$ cat config.mk
export PLATFORM = sky130hd
export DESIGN_NAME = div4_seq_ctrl
export DESIGN_NICKNAME = d
export VERILOG_FILES = /design/src/rtl/div4_seq_ctrl.sv
export SDC_FILE = /design/constraint.sdc
export NUM_CORES = 1
export LEC_CHECK = 0
export BUFFER_PORTS_ARGS = -buffer_cell sky130_fd_sc_hd__buf_4
export CORE_ASPECT_RATIO = 0.9
export CORE_MARGIN = 2
export CORE_UTILIZATION = 46
export CTS_CLUSTER_DIAMETER = 80
export CTS_CLUSTER_SIZE = 28
export DETAILED_ROUTE_END_ITERATION = 8
export GPL_ROUTABILITY_DRIVEN = 0
export PLACE_DENSITY = 0.68
export SYNTH_ARGS = -nofsm -noshare
export SYNTH_HDL_FRONTEND = slang
export SYNTH_SLANG_ARGS = --single-unit
$ cat constraint.sdc
create_clock -name clk -period 2.4 [get_ports clk]
set_input_delay 0.12 -clock clk [delete_from_list [all_inputs] [get_ports clk]]
set_output_delay 0.12 -clock clk [all_outputs]
set_load 0.01 [all_outputs]
$ cat src/rtl/div4_seq_ctrl.sv
// div4_seq_ctrl: multi-cycle restoring divider controller for the 4-bit ALU.
// Accepts one request at a time (start/busy/done) and produces one quotient
// bit per clock. A divisor of zero completes in one edge with Error=1.
// Optional build macro DIV_FAST_POW2_EN: power-of-two divisors bypass the
// iterative path and complete in one edge with identical results.
// state_dbg exposes the FSM state for checkers.
module div4_seq_ctrl #(
    parameter int WIDTH = 4,
    parameter int CNT_W = 3
) (
    input  logic             clk,
    input  logic             rst,
    input  logic             start,
    input  logic [WIDTH-1:0] A,
    input  logic [WIDTH-1:0] B,
    output logic             busy,
    output logic             done,
    output logic [WIDTH-1:0] Quotient,
    output logic [WIDTH-1:0] Remainder,
    output logic             Error,
    output logic [1:0]       state_dbg
);

    // Handshake: start is level-sampled only in IDLE; while busy=1 (CALC or
    // DONE) start is ignored and not queued. done is a one-cycle pulse and
    // Quotient/Remainder/Error are valid in that cycle and hold afterwards.

    typedef enum logic [1:0] {
        IDLE = 2'd0,
        CALC = 2'd1,
        DONE = 2'd2
    } state_t;

    state_t           state_q, state_d;
    logic [WIDTH-1:0] dq_q, dq_d;     // dividend shift reg, fills with quotient bits
    logic [WIDTH-1:0] div_q, div_d;   // latched divisor
    logic [WIDTH-1:0] r_q, r_d;       // kept remainder, always < divisor
    logic [CNT_W-1:0] cnt_q, cnt_d;
    logic [WIDTH-1:0] quot_q, quot_d;
    logic [WIDTH-1:0] rem_q, rem_d;
    logic             err_q, err_d;
    logic             busy_q, busy_d;
    logic             done_q, done_d;

    // The trial partial remainder is WIDTH+1 bits so the compare never
    // overflows; after a restoring step it is below the divisor again.
    logic [WIDTH:0]   trial;
    logic [WIDTH:0]   diff;
    logic             qbit;
    logic [WIDTH-1:0] dq_next;
    logic [WIDTH:0]   r_next;

`ifdef DIV_FAST_POW2_EN
    logic             is_pow2;
    logic [CNT_W-1:0] shift_k;

    // Detect a single-bit divisor and find which bit is set.
    always_comb begin
        is_pow2 = (B != '0) && ((B & (B - 1'b1)) == '0);
        shift_k = '0;
        for (int i = 0; i < WIDTH; i++) begin
            if (B[i]) shift_k = CNT_W'(i);
        end
    end
`endif

    // Next-state, datapath step and registered-output computation.
    always_comb begin
        state_d = state_q;
        dq_d    = dq_q;
        div_d   = div_q;
        r_d     = r_q;
        cnt_d   = cnt_q;
        quot_d  = quot_q;
        rem_d   = rem_q;
        err_d   = err_q;

        trial   = {r_q, dq_q[WIDTH-1]};
        diff    = trial - {1'b0, div_q};
        qbit    = (trial >= {1'b0, div_q});
        dq_next = {dq_q[WIDTH-2:0], qbit};
        r_next  = qbit ? diff : trial;

        case (state_q)
            IDLE: begin
                if (start) begin
                    if (B == '0) begin
                        quot_d  = '0;
                        rem_d   = '0;
                        err_d   = 1'b1;
                        state_d = DONE;
                    end
`ifdef DIV_FAST_POW2_EN
                    else if (is_pow2) begin
                        quot_d  = A >> shift_k;
                        rem_d   = A & (B - 1'b1);
                        err_d   = 1'b0;
                        state_d = DONE;
                    end
`endif
                    else begin
                        dq_d    = A;
                        div_d   = B;
                        r_d     = '0;
                        cnt_d   = '0;
                        state_d = CALC;
                    end
                end
            end
            CALC: begin
                dq_d  = dq_next;
                r_d   = r_next[WIDTH-1:0];
                cnt_d = cnt_q + CNT_W'(1);
                if (cnt_q == CNT_W'(WIDTH - 1)) begin
                    quot_d  = dq_next;
                    rem_d   = r_next[WIDTH-1:0];
                    err_d   = 1'b0;
                    state_d = DONE;
                end
            end
            DONE: begin
                state_d = IDLE;
            end
            default: begin
                state_d = IDLE;
            end
        endcase

        busy_d = (state_d != IDLE);
        done_d = (state_d == DONE);
    end

    // State and output registers; synchronous reset aborts any operation.
    always_ff @(posedge clk) begin
        if (rst) begin
            state_q <= IDLE;
            dq_q    <= '0;
            div_q   <= '0;
            r_q     <= '0;
            cnt_q   <= '0;
            quot_q  <= '0;
            rem_q   <= '0;
            err_q   <= 1'b0;
            busy_q  <= 1'b0;
            done_q  <= 1'b0;
        end else begin
            state_q <= state_d;
            dq_q    <= dq_d;
            div_q   <= div_d;
            r_q     <= r_d;
            cnt_q   <= cnt_d;
            quot_q  <= quot_d;
            rem_q   <= rem_d;
            err_q   <= err_d;
            busy_q  <= busy_d;
            done_q  <= done_d;
        end
    end

    assign busy      = busy_q;
    assign done      = done_q;
    assign Quotient  = quot_q;
    assign Remainder = rem_q;
    assign Error     = err_q;
    assign state_dbg = state_q;

endmodule

==> results of run 1 <==
-- sequential cells by signal (all words and copies together) (netlist names) --
register,flops
Error,1
Quotient,4
Remainder,4
busy,1
cnt_q,3
div_q,4
done,1
dq_q,4
r_q,4
state_dbg,2
-- metrics by stage --
step | cells | utilization [%] | power, mW | hold slack, ns
final | 204 | 56.6 | 0.908 | 0.0382
after global routing | 204 | 56.6 | 0.959 | 0.0283
after CTS | 204 | 56.1 | 0.907 | 0.0371
after detailed placement | 201 | 55.3 | 0.723 | 0.381
after global placement | 201 | 55.3 | 0.717 | 0.367
after floorplan | 144 | - | 0.665 | 0.267
-- per-layer routing --
metal	up-vias	track usage [%]
met5	-	0
met4	0	6.52
met3	4	2.09
met2	15	28.6
met1	525	24.3
li1	556	-
-- logic make-up after synthesis --
group	count (synthesis)	synth area share, %
mux	7	5.29
flops	28	42.3
simple gates	55	20.4
fa+ha+maj	7	7.18
buf+inv	14	4.54
xor+xnor	2	1.32
compound gates	31	18.9
-- Yosys cell counts, types with 4 or more instances --
cell type and count:
a211oi_1 9, a211oi_2 4, a21oi_1 6, clkbuf_1 6
dfxtp_1 28, ha_1 6, inv_1 7, mux2i_1 7
nand2_1 5, nor2_1 27, nor3_1 4, or2_2 4
-- layout make-up --
type                       count  area, µm²
multi-input combinational    102        716
tap                           40       50.0
inverter                       7       26.3
sequential                    28        561
clock buffer                   3       22.5
timing repair buffer          24        180
fill                         272       1190
-- power groups by stage --
| stage | Clock (mW) | Sequential, mW | Combinational [mW] |
|---|---|---|---|
| 2_1_floorplan | 0 | 0.516 | 0.149 |
| 3_3_place_gp | 0 | 0.518 | 0.199 |
| 3_5_place_dp | 0 | 0.518 | 0.205 |
| 4_1_cts | 0.193 | 0.508 | 0.206 |
| 5_1_grt | 0.208 | 0.512 | 0.239 |
| 6_report | 0.187 | 0.508 | 0.213 |
-- path summary, 6_finish.rpt --
| kind | from | to | depth (start not counted) |
|---|---|---|---|
| worst max-delay path | dq_q[3] | Remainder[3] | 7 |
| worst min-delay path | B[0] | div_q[0] | 3 |
| worst max register to register | dq_q[3] | Remainder[3] | 7 |
| worst min register to register | dq_q[0] | dq_q[0] | 2 |
-- placed cells by master (no fill, tap or decap), drive strengths merged --
| cell type | n |
|---|---|
| dfxtp | 28 |
| nor2 | 27 |
| buf | 24 |
| a211oi | 13 |
| inv | 7 |
| mux2i | 7 |
| a21oi | 7 |
| ha | 6 |
| nand2 | 5 |
| or2 | 4 |
| nor3 | 4 |
| nand2b | 3 |
| nor2b | 3 |
| nor4 | 3 |
| a31oi | 3 |
| and2 | 3 |
| clkbuf | 3 |
| xor2 | 2 |
| o21ai | 2 |
| or4 | 1 |
| nand3b | 1 |
| a2111oi | 1 |
| a22oi | 1 |
| or3b | 1 |
| a221oi | 1 |
| o32ai | 1 |
| o211ai | 1 |
| o22a | 1 |
| fa | 1 |
-- worst min-delay path, cell delays in order --
cell	delay (ns)
buf_4	0.08
mux2i_1	0.06
nor2_1	0.08
==> flow_summary.toml, run 1 <==
[pwr]
clockPowerShare_pct = 20.6
swShare_pct = 29.5
p_leak_nw = 0.607
p_switching_uw = 268
p_int_uw = 641
pwr-share-seq_pct = 55.9
ir_worst_vdd_v = 0.000379
power_density_nw_per_um2 = 584
combPwrFrac_pct = 23.5

[flow_run]
maxCapViolCount = 0

[clock_tree]
htree_levels = 1
post_cts_buffers = 0
cts_root_buffer = "clkbuf_4"
ctsHoldBuffers = 0
clk_pin_slew_ns = 0.14
clockBufferDepth = 2
post_cts_resized = 0
worst_skew_pair.late_latency_ns = 0.32
clock_sinks = 28
cts_buffers = 3
cts_tree = "yes"

[detailed_routing]
firstDrtPassIters = 4
wl_met2_um = 1280
drcViolationCount = 0
vias_per_cell = 5.39
wl_met3_um = 79
routedWlPerCell_um = 13.1
wl_um = 2680
drtAntennaViolNets = 0
top_layer_used = "met4"
wl_met1_um = 1290
num_vias = 1100
drtIter0Drc = 39

[timing]
setup_ws_ns = 0.199
fin_crit_sh_pct = 91.7
slew-limit-headroom_pct = 53.6
worst_slew_pin_slew_ns = 0.693
skew_ns = 0.00651
finalSetupViolCount = 0
tns_ns = 0
hold_violations = 0
slew_violations = 0
rsz0062_at_grt = "no"
fmax_mhz = 454
finalCriticalPeriod_ns = 2.20

[worst_setup_path]
worstPathMaxFanout = 5
worst-path-buf-inv = 1
start_kind = "register"
crit_required_ns = 2.63
r2r_slack_ns = 0.20
crit_chain = "inv_1 -> ha_1 -> nand2b_1 -> a2111oi_4 -> or2_2 -> a221oi_1 -> o32ai_1"
worstSetupEndpointType = "register"
cp_top_family = "compound AO/OA/AOI/OAI gates"
worstPathArrival_ns = 2.43
cp_slowest_cell = "a2111oi_4"
path_class = "register to register"
max_stage_delay_ns = 0.47

[logic_synthesis]
syn_area_um2 = 1320
synthArstFlopShare_pct = 0
synth.area.top_cells = "dfxtp_1, nor2_1, ha_1, mux2i_1, a211oi_1"
ys_seq_elements = 28
synth.avg_cell_area_um2 = 9.19
synth_cells = 144
synth.top_cell.area_share_pct = 42.3
synth_area_leader_cell = "dfxtp_1"
ys_seq_area_share_pct = 42.3
yosysWarnings = 0
ys.flop_type = "dfxtp_1"
synth_nets = 162
synth_edf_count = 0
synth_cell_types = 31

[floorplanning]
start_util_pct = 48.2
die_height_um = 54.9
die-area_um2 = 3320
die_w_um = 60.5
ios = 24
num_rows = 18
coreArea_um2 = 2750

[cells_and_area]
area_growth_syn_to_layout_pct = 17.5
n_antenna_cell = 0
drive_above_1_share_pct = 24.4
fin_area_um2 = 1560
layout.nets = 184

[global_routing]
track_usage_pct = 17.6
overflow = 0
antenna_found_initial = 0
grt_pass1_vias = 972
grt_pass1_wl_um = 4310
grt_max_degree = 30

[status]
status = "finished clean"

[placed_design]
dp_slack_ns = 0.166
hpwlAfterDp_um = 2010
dpl_cell_area_um2 = 1520
io_buffers = 23

[worst_hold_path]
hold_path_class = "input pin to register"
No activity file was read; power rests on OpenSTA's default activity.
==> inputs of run 2 (changes only) <==
--- a/config.mk
+++ b/config.mk
@@ -5,6 +5,7 @@
 export SDC_FILE = /design/constraint.sdc
 export NUM_CORES = 1
 export LEC_CHECK = 0
+export ABC_AREA = 1
 export BUFFER_PORTS_ARGS = -buffer_cell sky130_fd_sc_hd__buf_4
 export CORE_ASPECT_RATIO = 0.9
 export CORE_MARGIN = 2
==> flow_summary.toml, run 2 <==
[status]
status = "finished clean"

[timing]
slew_violations = 0
fin_crit_sh_pct = 67.3
setup_ws_ns = 0.786
worst_slew_pin_slew_ns = 0.491
rsz0062_at_grt = "no"
hold_violations = 0
fmax_mhz = 620
tns_ns = 0
skew_ns = 0.00497
finalCriticalPeriod_ns = 1.61
slew-limit-headroom_pct = 67.2
finalSetupViolCount = 0

[detailed_routing]
firstDrtPassIters = 4
routedWlPerCell_um = 11.8
drtAntennaViolNets = 0
drtIter0Drc = 62
vias_per_cell = 4.95
num_vias = 1133
wl_um = 2700
drcViolationCount = 0

[cells_and_area]
fillers = 282
layout_common_cells = "nand2_1, dfxtp_1, buf_4"
final_common_cell = "nand2_1"
layout.nets = 208
drive_above_1_share_pct = 20.6
postLayoutCoreUtil_pct = 56.3
fin_area_um2 = 1530
n_antenna_cell = 0
register_area_um2 = 561
area_growth_syn_to_layout_pct = 17.5
multi_input_comb_area_um2 = 613

[clock_tree]
worst_skew_pair.late_latency_ns = 0.33
clockBufferDepth = 2
post_cts_resized = 0
cts_buffers = 3
ctsHoldBuffers = 0
cts_tree = "yes"
post_cts_buffers = 0
clock_sinks = 28
clk_pin_slew_ns = 0.15
htree_levels = 1
cts_root_buffer = "clkbuf_4"

[floorplanning]
coreArea_um2 = 2730
start_util_pct = 47.9
die-area_um2 = 3280
die_w_um = 60.1
num_rows = 18
die_height_um = 54.5
ios = 24

[logic_synthesis]
ys_seq_elements = 28
synth_cell_types = 25
yosysMostFrequentCell = "nand2_1"
synth.avg_cell_area_um2 = 7.81
synth_edf_count = 0
ys_seq_area_share_pct = 43.0
synth_area_leader_cell = "dfxtp_1"
synth_cells = 167
synth_nets = 185
yosysWarnings = 0
ys_top_cells_by_count = "nand2_1, dfxtp_1, a21oi_1, inv_1, o21ai_0"
synth.area.top_cells = "dfxtp_1, nand2_1, a21oi_1, o21ai_0, inv_1"
synth.top_cell.area_share_pct = 43.0
ys.flop_type = "dfxtp_1"
syn_area_um2 = 1310
synthArstFlopShare_pct = 0

[pwr]
power_density_nw_per_um2 = 797
p_leak_nw = 0.708
ir_worst_vdd_v = 0.000462

[flow_run]
maxCapViolCount = 0

[placed_design]
dp_slack_ns = 0.830
io_buffers = 23
hpwlAfterDp_um = 2020
dpl_cell_area_um2 = 1480

[worst_setup_path]
r2r-start = "div_q[2]"
start_kind = "register"
worstPathArrival_ns = 1.89
path_class = "register to register"
worstPathMaxFanout = 5
cp_slowest_cell = "ha_1"
crit_required_ns = 2.68
r2r-end = "Remainder[3]"
max_stage_delay_ns = 0.36
crit_chain = "inv_1 -> ha_1 -> a21oi_2 -> nand2_1 -> nand2_2 -> nand2_2 -> nand2_1 -> nand3_1 -> a21oi_1"
reg2reg_depth = 9
worstSetupEndpointType = "register"
r2r_slack_ns = 0.79

[global_routing]
grt_pass1_vias = 1041
track_usage_pct = 18.3
overflow = 0
grt_pass1_wl_um = 4420
grt_max_degree = 19
antenna_found_initial = 0

[worst_hold_path]
hold_path_class = "input pin to register"
hold_path_end = "r_q[3]"
min-delay-start = "rst"
min_path_cells = 2
run 2: changes by cell type after synthesis, moves of 9 or more:
cell      previous run  this run
a21oi_1              6        22
a211oi_1             9         0
o21ai_0              2        16
inv_1                7        21
nor2_1              27         9
nand3_1              0        11
nand2_1              5        31
run 2: where the power goes:
group | leakage (nW) | internal [mW] | total, mW | switching [mW]
Clock | 0.0279 | 0.169 | 0.307 | 0.138
Sequential | 0.230 | 0.519 | 0.551 | 0.0323
Combinational | 0.450 | 0.143 | 0.365 | 0.222
run 2: area by class of cell:
| type | instances | share of cell area [%] |
|---|---|---|
| Clock buffer | 3 | 1.47 |
| Clock inverter | 1 | 1.96 |
| Inverter | 22 | 5.55 |
| Multi-Input combinational cell | 112 | 40.0 |
| Sequential cell | 28 | 36.5 |
| Tap cell | 40 | 3.26 |
| Timing Repair Buffer | 23 | 11.3 |
run 2: cells by family after synthesis:
family                   after synthesis  synth area share [%]
adder cells (fa/ha/maj)                7                  7.29
buffers and inverters                 27                  10.1
AND/OR/NAND/NOR                       62                  21.9
XOR/XNOR                               1                 0.671
AO/OA/AOI/OAI                         42                  17.2
flip-flops                            28                  43.0
run 2: per-stage QoR:
| stage | hold slack (ns) | total power, mW | instances |
|---|---|---|---|
| floorplan | 0.295 | 0.831 | 167 |
| global placement | 0.393 | 0.915 | 225 |
| detailed placement | 0.396 | 0.926 | 225 |
| CTS | 0.0179 | 1.24 | 229 |
| global route | 0.00880 | 1.31 | 229 |
| finish | 0.0372 | 1.22 | 229 |
run 2: worst max-delay path by stage:
stage / end / startpoint / cells after the start / slack [ns]
final: Remainder[3] / div_q[2] / 9 / 0.79
after floorplan: r_q[2] / div_q[2] / 9 / 1.01
after CTS: Remainder[3] / div_q[1] / 11 / 0.79
after detailed placement: Remainder[3] / div_q[1] / 11 / 0.83
after global placement: Remainder[3] / div_q[2] / 9 / 0.87
after global routing: Remainder[3] / div_q[1] / 11 / 0.61
run 2: metal layers:
metal  wire length [µm]  global-route usage, %
met5                  0                      0
met4                  0                   2.59
met3                155                   5.67
met2               1260                   31.9
met1               1280                   22.7
run 2: worst max-delay path: cells and delay by family, from the launching register on:
family / cells / cell delay, ns
AOI/OAI and AO/OA: 2 / 0.34
adders and majority gates: 1 / 0.36
DFF: 1 / 0.34
buffers and inverters: 1 / 0.05
and+or+nand+nor: 5 / 0.46
==> inputs of run 3 (changes only) <==
--- a/config.mk
+++ b/config.mk
@@ -5,7 +5,7 @@
 export SDC_FILE = /design/constraint.sdc
 export NUM_CORES = 1
 export LEC_CHECK = 0
-export ABC_AREA = 1
+export ABC_AREA = 0
 export BUFFER_PORTS_ARGS = -buffer_cell sky130_fd_sc_hd__buf_4
 export CORE_ASPECT_RATIO = 0.9
 export CORE_MARGIN = 2
==> constraint.sdc (replaced) <==
create_clock -name clk -period 1.6 [get_ports clk]
set_input_delay 0.08 -clock clk [delete_from_list [all_inputs] [get_ports clk]]
set_output_delay 0.08 -clock clk [all_outputs]
set_load 0.01 [all_outputs]
==> flow_summary.toml, run 3 (synthesized netlist as in run 1, its figures left out) <==
[timing]
worst_slew_pin_slew_ns = 0.500
fmax_mhz = 556
finalCriticalPeriod_ns = 1.80
fin_crit_sh_pct = 112
finalSetupViolCount = 10
skew_ns = 0.0147
slew-limit-headroom_pct = 66.5
setup_ws_ns = -0.200
rsz0062_at_grt = "yes"
slew_violations = 0
hold_violations = 0

[detailed_routing]
num_vias = 1191
drtAntennaViolNets = 0
drtIter0Drc = 32
drcViolationCount = 0
wl_um = 3370
firstDrtPassIters = 4
vias_per_cell = 5.18
routedWlPerCell_um = 14.6

[worst_setup_path]
reg2reg_depth = 8
crit_chain = "inv_2 -> ha_4 -> nand2b_4 -> a2111oi_4 -> buf_4 -> nor4_2 -> a31oi_2 -> a211oi_2"
crit_required_ns = 1.82
worstPathMaxFanout = 4
cp_top_family = "compound AO/OA/AOI/OAI gates"
path_class = "register to register"
worstSetupEndpointType = "register"
cp_slowest_cell = "dfxtp_2"
start_kind = "register"
worstPathArrival_ns = 2.02
worst-path-buf-inv = 2
max_stage_delay_ns = 0.36
cp.depth = 8

[pwr]
p_switching_uw = 515
p_int_mw = 1.16
clockPowerShare_pct = 20.7
combPwrFrac_pct = 33.3
finalPower_mw = 1.67
pwr-share-seq_pct = 46.0
p_leak_nw = 0.762
ir_worst_vdd_v = 0.000533
swShare_pct = 30.7
power_density_nw_per_um2 = 866

[floorplanning]
ios = 24
coreArea_um2 = 2750
die_w_um = 60.5
die_height_um = 54.9
die-area_um2 = 3320
num_rows = 18
start_util_pct = 48.2

[cells_and_area]
layout.nets = 209
final_common_cell = "buf_4"
layout_common_cells = "buf_4, nor2_1, dfxtp_1"
n_antenna_cell = 0
postLayoutCoreUtil_pct = 70.3
area_growth_syn_to_layout_pct = 45.9
fin_area_um2 = 1930
drive_above_1_share_pct = 46.3

[flow_run]
maxCapViolCount = 0

[placed_design]
io_buffers = 23
hpwlAfterDp_um = 2310
dp_slack_ns = -0.294
dpl_cell_area_um2 = 1730

[clock_tree]
worst_skew_pair.late_latency_ns = 0.33
cts_root_buffer = "clkbuf_4"
htree_levels = 1
cts_tree = "yes"
clockBufferDepth = 2
cts_buffers = 3
clock_sinks = 28
clk_pin_slew_ns = 0.16

[global_routing]
overflow = 0
grt_pass1_wl_um = 5300
track_usage_pct = 22.2
grt_pass1_vias = 1181
grt_max_degree = 30
antenna_found_initial = 0

[status]
status = "finished, violations left"
violations = "negative setup slack"

[worst_hold_path]
min_path_cells = 3
hold_path_class = "input pin to register"
## run 3: timing repair
| action | 4_1_cts | 5_1_grt |
|---|---|---|
| resized for setup | 14 | 8 |
| setup buffers | 1 | 2 |
| hold endpoints to repair | 4 | 0 |
| pin swaps | 7 | 4 |
| endpoints found under the setup margin | 10 | 11 |
| hold buffers | 4 | 0 |
## run 3: power groups by stage
stage                     logic (mW)  registers (mW)  clock network, mW
final                          0.558           0.769              0.347
after global routing           0.599           0.775              0.389
after CTS                      0.502           0.768              0.358
after detailed placement       0.443           0.779                  0
after global placement         0.433           0.778                  0
after floorplan                0.271           0.779                  0
## run 3: stage by stage
step / hold WS, ns / TNS (ns) / instances
detailed placement: 0.339 / -3.54 / 219
global route: 0.0112 / -2.13 / 230
CTS: 0.0117 / -1.39 / 228
floorplan: 0.227 / -1.00 / 144
finish: 0.0133 / -1.45 / 230
global placement: 0.325 / -3.20 / 219
## run 3: area by class of cell
| class | count | area [µm²] |
|---|---|---|
| Inverter | 7 | 26.3 |
| Multi-Input combinational cell | 102 | 870 |
| Fill cell | 247 | 816 |
| Sequential cell | 28 | 568 |
| Tap cell | 40 | 50.0 |
| Clock buffer | 4 | 36.3 |
| Timing Repair Buffer | 49 | 382 |
## run 3: final timing paths
kind	slack [ns]	to	startpoint
min reg2reg	0.47	dq_q[0]	dq_q[0]
max reg2reg	-0.20	r_q[2]	dq_q[3]
max	-0.20	r_q[2]	dq_q[3]
min	0.01	busy	start
## run 3: worst reg2reg max path, stage by stage (launching register included)
cell,delay (ns)
dfxtp_2,0.36
inv_2,0.05
ha_4,0.22
nand2b_4,0.14
a2111oi_4,0.31
buf_4,0.22
nor4_2,0.06
a31oi_2,0.23
a211oi_2,0.10
## run 3: routing by layer
metal / share of wire (%) / GRT usage (%)
met1: 44 / 27.3
met2: 51 / 39.1
met3: 3.7 / 5.35
met4: 0.62 / 6.16
met5: 0 / 0
